--- config.mk ---
export PLATFORM = sky130hd
export DESIGN_NAME = cb_wb_arbiter
export DESIGN_NICKNAME = d
export VERILOG_FILES = /design/src/rtl/cb_wb_arbiter.sv
export SDC_FILE = /design/constraint.sdc
export NUM_CORES = 1
export LEC_CHECK = 0
export CAP_MARGIN = 5
export CORE_AREA = 2 2 201 104
export CTS_CLUSTER_DIAMETER = 60
export DETAILED_ROUTE_END_ITERATION = 8
export DIE_AREA = 0 0 203 106
export GPL_ROUTABILITY_DRIVEN = 1
export PLACE_DENSITY = 0.81
export SETUP_SLACK_MARGIN = 0.05
export SLEW_MARGIN = 20
export SYNTH_ARGS = -nofsm -noshare
export SYNTH_HDL_FRONTEND = slang
export SYNTH_SLANG_ARGS = --single-unit
--- constraint.sdc ---
create_clock -name CLK -period 9.2 [get_ports CLK]
set_clock_uncertainty 0.15 [all_clocks]
set_input_delay 1.38 -clock CLK [delete_from_list [all_inputs] [get_ports CLK]]
set_output_delay 1.38 -clock CLK [all_outputs]
set_load 0.005 [all_outputs]
--- src/rtl/cb_wb_arbiter.sv ---
// -----------------------------------------------------------------------------
// cb_wb_arbiter
//
// Writeback arbiter between the execution-stage functional units and the
// completion buffer result-write ports. Up to NUM_WPORTS valid results are
// granted per cycle in rotating priority. Each granted result is registered
// onto its own write port, so the buffer needs only NUM_WPORTS write ports.
//
// Ports
//   CLK, nRST            clock, asynchronous active-low reset
//   flush                kills all in-flight results (exception at head)
//   req_valid/req_ready  per-requester handshake (ready is combinational)
//   req_index/data/vd    per-requester payload, requester i in slice i
//   req_wen/exc/mal      per-requester flags
//   wp_*                 registered completion buffer write ports
//   conflict             registered pulse: same-cycle grants hit one index
//   rr_ptr_o             current highest-priority requester (debug)
// -----------------------------------------------------------------------------
module cb_wb_arbiter #(
    parameter int NUM_REQ    = 5,
    parameter int NUM_WPORTS = 2,
    parameter int NUM_ENTRY  = 16,
    parameter int IDX_W      = $clog2(NUM_ENTRY),
    parameter int PTR_W      = (NUM_REQ > 1) ? $clog2(NUM_REQ) : 1
) (
    input  logic                          CLK,
    input  logic                          nRST,
    input  logic                          flush,
    input  logic [NUM_REQ-1:0]            req_valid,
    output logic [NUM_REQ-1:0]            req_ready,
    input  logic [NUM_REQ*IDX_W-1:0]      req_index,
    input  logic [NUM_REQ*32-1:0]         req_data,
    input  logic [NUM_REQ*5-1:0]          req_vd,
    input  logic [NUM_REQ-1:0]            req_wen,
    input  logic [NUM_REQ-1:0]            req_exc,
    input  logic [NUM_REQ-1:0]            req_mal,
    output logic [NUM_WPORTS-1:0]         wp_valid,
    output logic [NUM_WPORTS*IDX_W-1:0]   wp_index,
    output logic [NUM_WPORTS*32-1:0]      wp_data,
    output logic [NUM_WPORTS*5-1:0]       wp_vd,
    output logic [NUM_WPORTS-1:0]         wp_wen,
    output logic [NUM_WPORTS-1:0]         wp_exc,
    output logic [NUM_WPORTS-1:0]         wp_mal,
    output logic                          conflict,
    output logic [PTR_W-1:0]              rr_ptr_o
);

    // Registered state
    logic [PTR_W-1:0]              rr_ptr_q,   rr_ptr_d;
    logic [NUM_WPORTS-1:0]         wp_valid_q, wp_valid_d;
    logic [NUM_WPORTS*IDX_W-1:0]   wp_index_q, wp_index_d;
    logic [NUM_WPORTS*32-1:0]      wp_data_q,  wp_data_d;
    logic [NUM_WPORTS*5-1:0]       wp_vd_q,    wp_vd_d;
    logic [NUM_WPORTS-1:0]         wp_wen_q,   wp_wen_d;
    logic [NUM_WPORTS-1:0]         wp_exc_q,   wp_exc_d;
    logic [NUM_WPORTS-1:0]         wp_mal_q,   wp_mal_d;
    logic                          conflict_q, conflict_d;

    // Arbitration results
    logic [NUM_REQ-1:0]                   grant_s;
    logic [NUM_WPORTS-1:0][PTR_W-1:0]     sel_s;      // requester on port k
    logic [NUM_WPORTS-1:0]                sel_vld_s;  // port k has a grant
    logic [PTR_W-1:0]                     last_s;     // last granted requester
    logic                                 any_s;

    // Rotating-priority scan: first NUM_WPORTS valid requesters from rr_ptr.
    // Depends only on req_valid, flush and rr_ptr, never on payload.
    always_comb begin
        int cnt;
        int idx;
        cnt       = 0;
        idx       = 0;
        grant_s   = '0;
        sel_s     = '0;
        sel_vld_s = '0;
        last_s    = '0;
        any_s     = 1'b0;
        for (int j = 0; j < NUM_REQ; j++) begin
            idx = (int'(rr_ptr_q) + j) % NUM_REQ;
            if (!flush && req_valid[idx] && (cnt < NUM_WPORTS)) begin
                grant_s[idx]   = 1'b1;
                sel_s[cnt]     = PTR_W'(idx);
                sel_vld_s[cnt] = 1'b1;
                last_s         = PTR_W'(idx);
                any_s          = 1'b1;
                cnt            = cnt + 1;
            end else begin
                // not granted this cycle: defaults stand
            end
        end
    end

    assign req_ready = grant_s;

    // Port payload mux, collision detect and next priority pointer
    always_comb begin
        wp_valid_d = '0;
        wp_index_d = '0;
        wp_data_d  = '0;
        wp_vd_d    = '0;
        wp_wen_d   = '0;
        wp_exc_d   = '0;
        wp_mal_d   = '0;
        conflict_d = 1'b0;
        rr_ptr_d   = rr_ptr_q;

        for (int k = 0; k < NUM_WPORTS; k++) begin
            if (sel_vld_s[k]) begin
                wp_valid_d[k]               = 1'b1;
                wp_index_d[k*IDX_W +: IDX_W] = req_index[int'(sel_s[k])*IDX_W +: IDX_W];
                wp_data_d[k*32 +: 32]        = req_data[int'(sel_s[k])*32 +: 32];
                wp_vd_d[k*5 +: 5]            = req_vd[int'(sel_s[k])*5 +: 5];
                // an excepting result must never write the register file
                wp_wen_d[k]                 = req_wen[sel_s[k]] & ~req_exc[sel_s[k]];
                wp_exc_d[k]                 = req_exc[sel_s[k]];
                wp_mal_d[k]                 = req_mal[sel_s[k]];
            end else begin
                wp_valid_d[k] = 1'b0;
            end
        end

        // Any two live ports aimed at the same entry is a design error upstream
        for (int a = 0; a < NUM_WPORTS; a++) begin
            for (int b = a + 1; b < NUM_WPORTS; b++) begin
                if (sel_vld_s[a] && sel_vld_s[b] &&
                    (wp_index_d[a*IDX_W +: IDX_W] == wp_index_d[b*IDX_W +: IDX_W])) begin
                    conflict_d = 1'b1;
                end else begin
                    // no collision between this pair
                end
            end
        end

        // Priority resumes just past the last winner; wraps at NUM_REQ, which
        // need not be a power of two.
        if (flush) begin
            rr_ptr_d = '0;
        end else if (any_s) begin
            if (last_s == PTR_W'(NUM_REQ - 1)) begin
                rr_ptr_d = '0;
            end else begin
                rr_ptr_d = last_s + PTR_W'(1);
            end
        end else begin
            rr_ptr_d = rr_ptr_q;
        end
    end

    // State and output registers, cleared asynchronously on reset
    always_ff @(posedge CLK or negedge nRST) begin
        if (!nRST) begin
            rr_ptr_q   <= '0;
            wp_valid_q <= '0;
            wp_index_q <= '0;
            wp_data_q  <= '0;
            wp_vd_q    <= '0;
            wp_wen_q   <= '0;
            wp_exc_q   <= '0;
            wp_mal_q   <= '0;
            conflict_q <= 1'b0;
        end else begin
            rr_ptr_q   <= rr_ptr_d;
            wp_valid_q <= wp_valid_d;
            wp_index_q <= wp_index_d;
            wp_data_q  <= wp_data_d;
            wp_vd_q    <= wp_vd_d;
            wp_wen_q   <= wp_wen_d;
            wp_exc_q   <= wp_exc_d;
            wp_mal_q   <= wp_mal_d;
            conflict_q <= conflict_d;
        end
    end

    assign wp_valid = wp_valid_q;
    assign wp_index = wp_index_q;
    assign wp_data  = wp_data_q;
    assign wp_vd    = wp_vd_q;
    assign wp_wen   = wp_wen_q;
    assign wp_exc   = wp_exc_q;
    assign wp_mal   = wp_mal_q;
    assign conflict = conflict_q;
    assign rr_ptr_o = rr_ptr_q;

endmodule

==> summary.txt <==
Finish
  – Reg area: about 2400 sq um
  – Final-stage net count: roughly 1,800
  – Layout cell share with drive strength beyond 1: 0.0537
  – Fillers: ~1,700
  – Final Core Density: 0.648
  – Area growth, synth to finish: 40.9%
  – Most common cell after layout, fill and taps aside: clkdlybuf4s50_1
  – Most frequent cells in the layout: clkdlybuf4s50_1, nand2_1, nor2_1
  – Multi-input gate area: 6310 sq um

Global route
  – Total global-route track usage: 0.369
  – First-pass GRT wire length: 61,500 microns
  – Pin count of the biggest net entering global routing: 89
  – Vias in the first global route: 10,500
  – Global route total overflow: 0
  – Initial antenna violation count: 2

Logic synthesis
  – Ranking of synthesized cells by area: dfrtp_1, nand2_1, a311oi_1
  – Cells after synthesis: ~1,300
  – Ys async rst share: 1.00
  – Syn nets: 1,537
  – Unique masters post-synth: a little under 80
  – Post-synthesis mux area share: 0.0361
  – Synthesized area: roughly 9200 sq um
  – Register bit total from synthesis: 94
  – Synth Area in Compound Gates: 0.297
  – Yosys top cell by area: dfrtp_1
  – Post-synth EDFFs: 0
  – Post-synthesis average cell area: 7.19 sq um
  – Main combinational cell family by area after synthesis: compound AO/OA/AOI/OAI gates
  – Adder-cell share of the synthesized area: 0.0436
  – Simple-gate share of the synthesized area: 0.288
  – Ys Warns: 0
  – Top-area cell type share of the netlist area: 0.256
  – Main synth FF type: dfrtp_1
  – XOR/XNOR share of the synthesized area: 0.0135
  – Seq/Total Area, Yosys: 0.256

Timing
  – Max Clock Freq: 0.114 GHz
  – Slew headroom: 0.169
  – Min Tclk post-route: 8.78 ns
  – Final worst-path cycle share: 0.954
  – TNS Setup: 0 ns
  – Final setup vio count: 0
  – Slew Limit Fails: 0
  – RSZ-0062 raised after global routing: no
  – Worst-Margin Slew: approximately 1.2 ns
  – Final hold vios: 0

Drt
  – Drt first pass iters: 7
  – Final WL: between 40,000 and 50,000 microns
  – Initial DRC Count: 1,493
  – Remaining DRCs: 0
  – Vias: 11,400
  – Vias/cell: approximately 6.3
  – Antenna Violating Nets Remaining: 0
  – WL/cell: ~23 microns

CTS
  – Root buf cell: clkbuf_16
  – Maximum level of the CTS H-tree: 3
  – Num CTS Buffers: 9
  – Clk pin slew, worst setup/hold paths: 0.07 ns
  – Latest clock arrival within the worst-skew pair: 0.36 ns
  – Longest Clk Path Bufs: 2
  – Clock sinks: 94
  – Hold Buf Count CTS: 0
  – CTS tree: built

Setup path
  – Worst r2r src: rr_ptr_o[2]$_DFFE_PN0P_
  – Required time of the critical path: 7.67 ns
  – Worst EP arrival: approximately 7.3 ns
  – Crit start category: flip-flop
  – CP startpoint: rr_ptr_o[2]$_DFFE_PN0P_
  – Kind of critical path: flip-flop to output port
  – Critical Path Sink Type: output port
  – Crit path max fanout: 10

Run status
  – Status: complete, no violations

Floorplanning
  – Die height: roughly 110 microns
  – Num ports: 327
  – Core box area: 20,000 sq um
  – Die area: 21,500 sq um
  – Core Rows: 37
  – Starting Density: 0.460
  – Width of the die: 203 microns

Place
  – Detail Placement HPWL: 30,200 microns
  – Port Buffers: approximately 330
  – RePlAce Congestion: 1.16

Hold path
  – Tightest Hold Check Type: flip-flop to flip-flop
  – Hold wc startpoint: rr_ptr_o[1]$_DFFE_PN0P_

Job
  – Max-Cap Viols: 0
[stage by stage]
step / instance area (sq um) / std cells / worst slack (ns) / hold WS, ns
2_1_floorplan: 9180 / 1277 / 1.25 / 0.543
3_5_place_dp: 12600 / 1803 / 0.786 / 0.550
4_1_cts: 12900 / 1819 / 0.369 / 0.570
5_1_grt: 12900 / 1820 / 0.0525 / 0.628
6_report: 12900 / 1822 / 0.424 / 0.572
3_3_place_gp: 12600 / 1803 / 0.916 / 0.538
[flip-flops by register name, indices dropped and copies added (netlist names)]
| register | cells |
|---|---|
| wp_index | 8 |
| wp_valid | 2 |
| conflict | 1 |
| rr_ptr_o | 3 |
| wp_mal | 2 |
| wp_vd | 10 |
| wp_data | 64 |
| wp_wen | 2 |
| wp_exc | 2 |
[kinds of logic (layout without fill, tap and decap cells)]
kind of cell    count (synthesis)  after routing
xor+xnor                       12             12
compound gates                379            379
flops                          94             94
mux                            32             32
other cells                     0              3
fa+ha+maj                      32             32
buf+inv                       139            408
simple gates                  589            589
[routing by layer]
layer | track usage | wire length, microns
met1 | 0.503 | 16800
met4 | 0.0938 | 1160
met5 | 0 | 0
met3 | 0.152 | 5980
met2 | 0.537 | 17300
[Yosys cell counts (all sizes together), types with 5 or more instances]
cell type / n
a211oi: 50
o221ai: 6
o22ai: 7
o31ai: 7
or2: 5
nand2b: 7
a221oi: 5
o21a: 5
o21ai: 36
nor2b: 7
nor3: 16
nand2: 295
nor2: 126
nor3b: 5
or3: 9
and2: 45
o2111ai: 6
clkbuf: 55
buf: 48
ha: 32
xnor2: 8
mux2: 6
inv: 36
mux2i: 26
and3: 43
a41oi: 6
a21o: 5
nand3: 18
dfrtp: 94
a31oi: 8
o211ai: 13
a311oi: 80
a21oi: 108
[critical path, cell delays in order, from the launching register on]
cell,delay (ns)
dfrtp_1,0.55
buf_4,0.26
xor2_4,0.28
inv_2,0.12
ha_1,0.22
inv_1,0.05
ha_1,0.28
o311ai_4,0.44
o31ai_1,0.22
or4b_1,0.51
a21oi_1,0.30
and2_1,0.38
inv_1,0.21
ha_1,0.45
xor2_2,0.29
inv_1,0.16
ha_1,0.29
or2_2,0.32
a21o_1,0.28
nor3_1,0.36
nand2_1,0.12
o221ai_1,0.23
clkdlybuf4s50_1,0.54
[repair_timing]
action / 4_1_cts / 5_1_grt
gates resized for setup: 0 / 2
setup buffers: 0 / 0
setup endpoints to repair: 0 / 5
[area by class of cell]
cell class / count / share of cell area
multi-input combinational: 1044 / 0.488
timing repair buffer: 356 / 0.270
sequential: 94 / 0.182
tap: 273 / 0.0264
clock buffer: 13 / 0.0193
inverter: 36 / 0.0104
clock inverter: 3 / 0.00338
antenna: 3 / 0.000580
[worst paths after layout]
path / end / slack [ns] / cells past startpoint
setup reg to reg: conflict$_DFF_PN0_ / 0.74 / 26
hold reg to reg: rr_ptr_o[1]$_DFFE_PN0P_ / 0.57 / 3
min in group asynchronous: wp_data[0]$_DFF_PN0_ / 0.79 / 1
hold / removal: rr_ptr_o[1]$_DFFE_PN0P_ / 0.57 / 3
max in group asynchronous: wp_data[58]$_DFF_PN0_ / 6.81 / 2
setup / recovery: req_ready[3] / 0.42 / 22
Power is not shown: default switching activity piles up to over one toggle a cycle in this logic, so the estimate is an artifact.
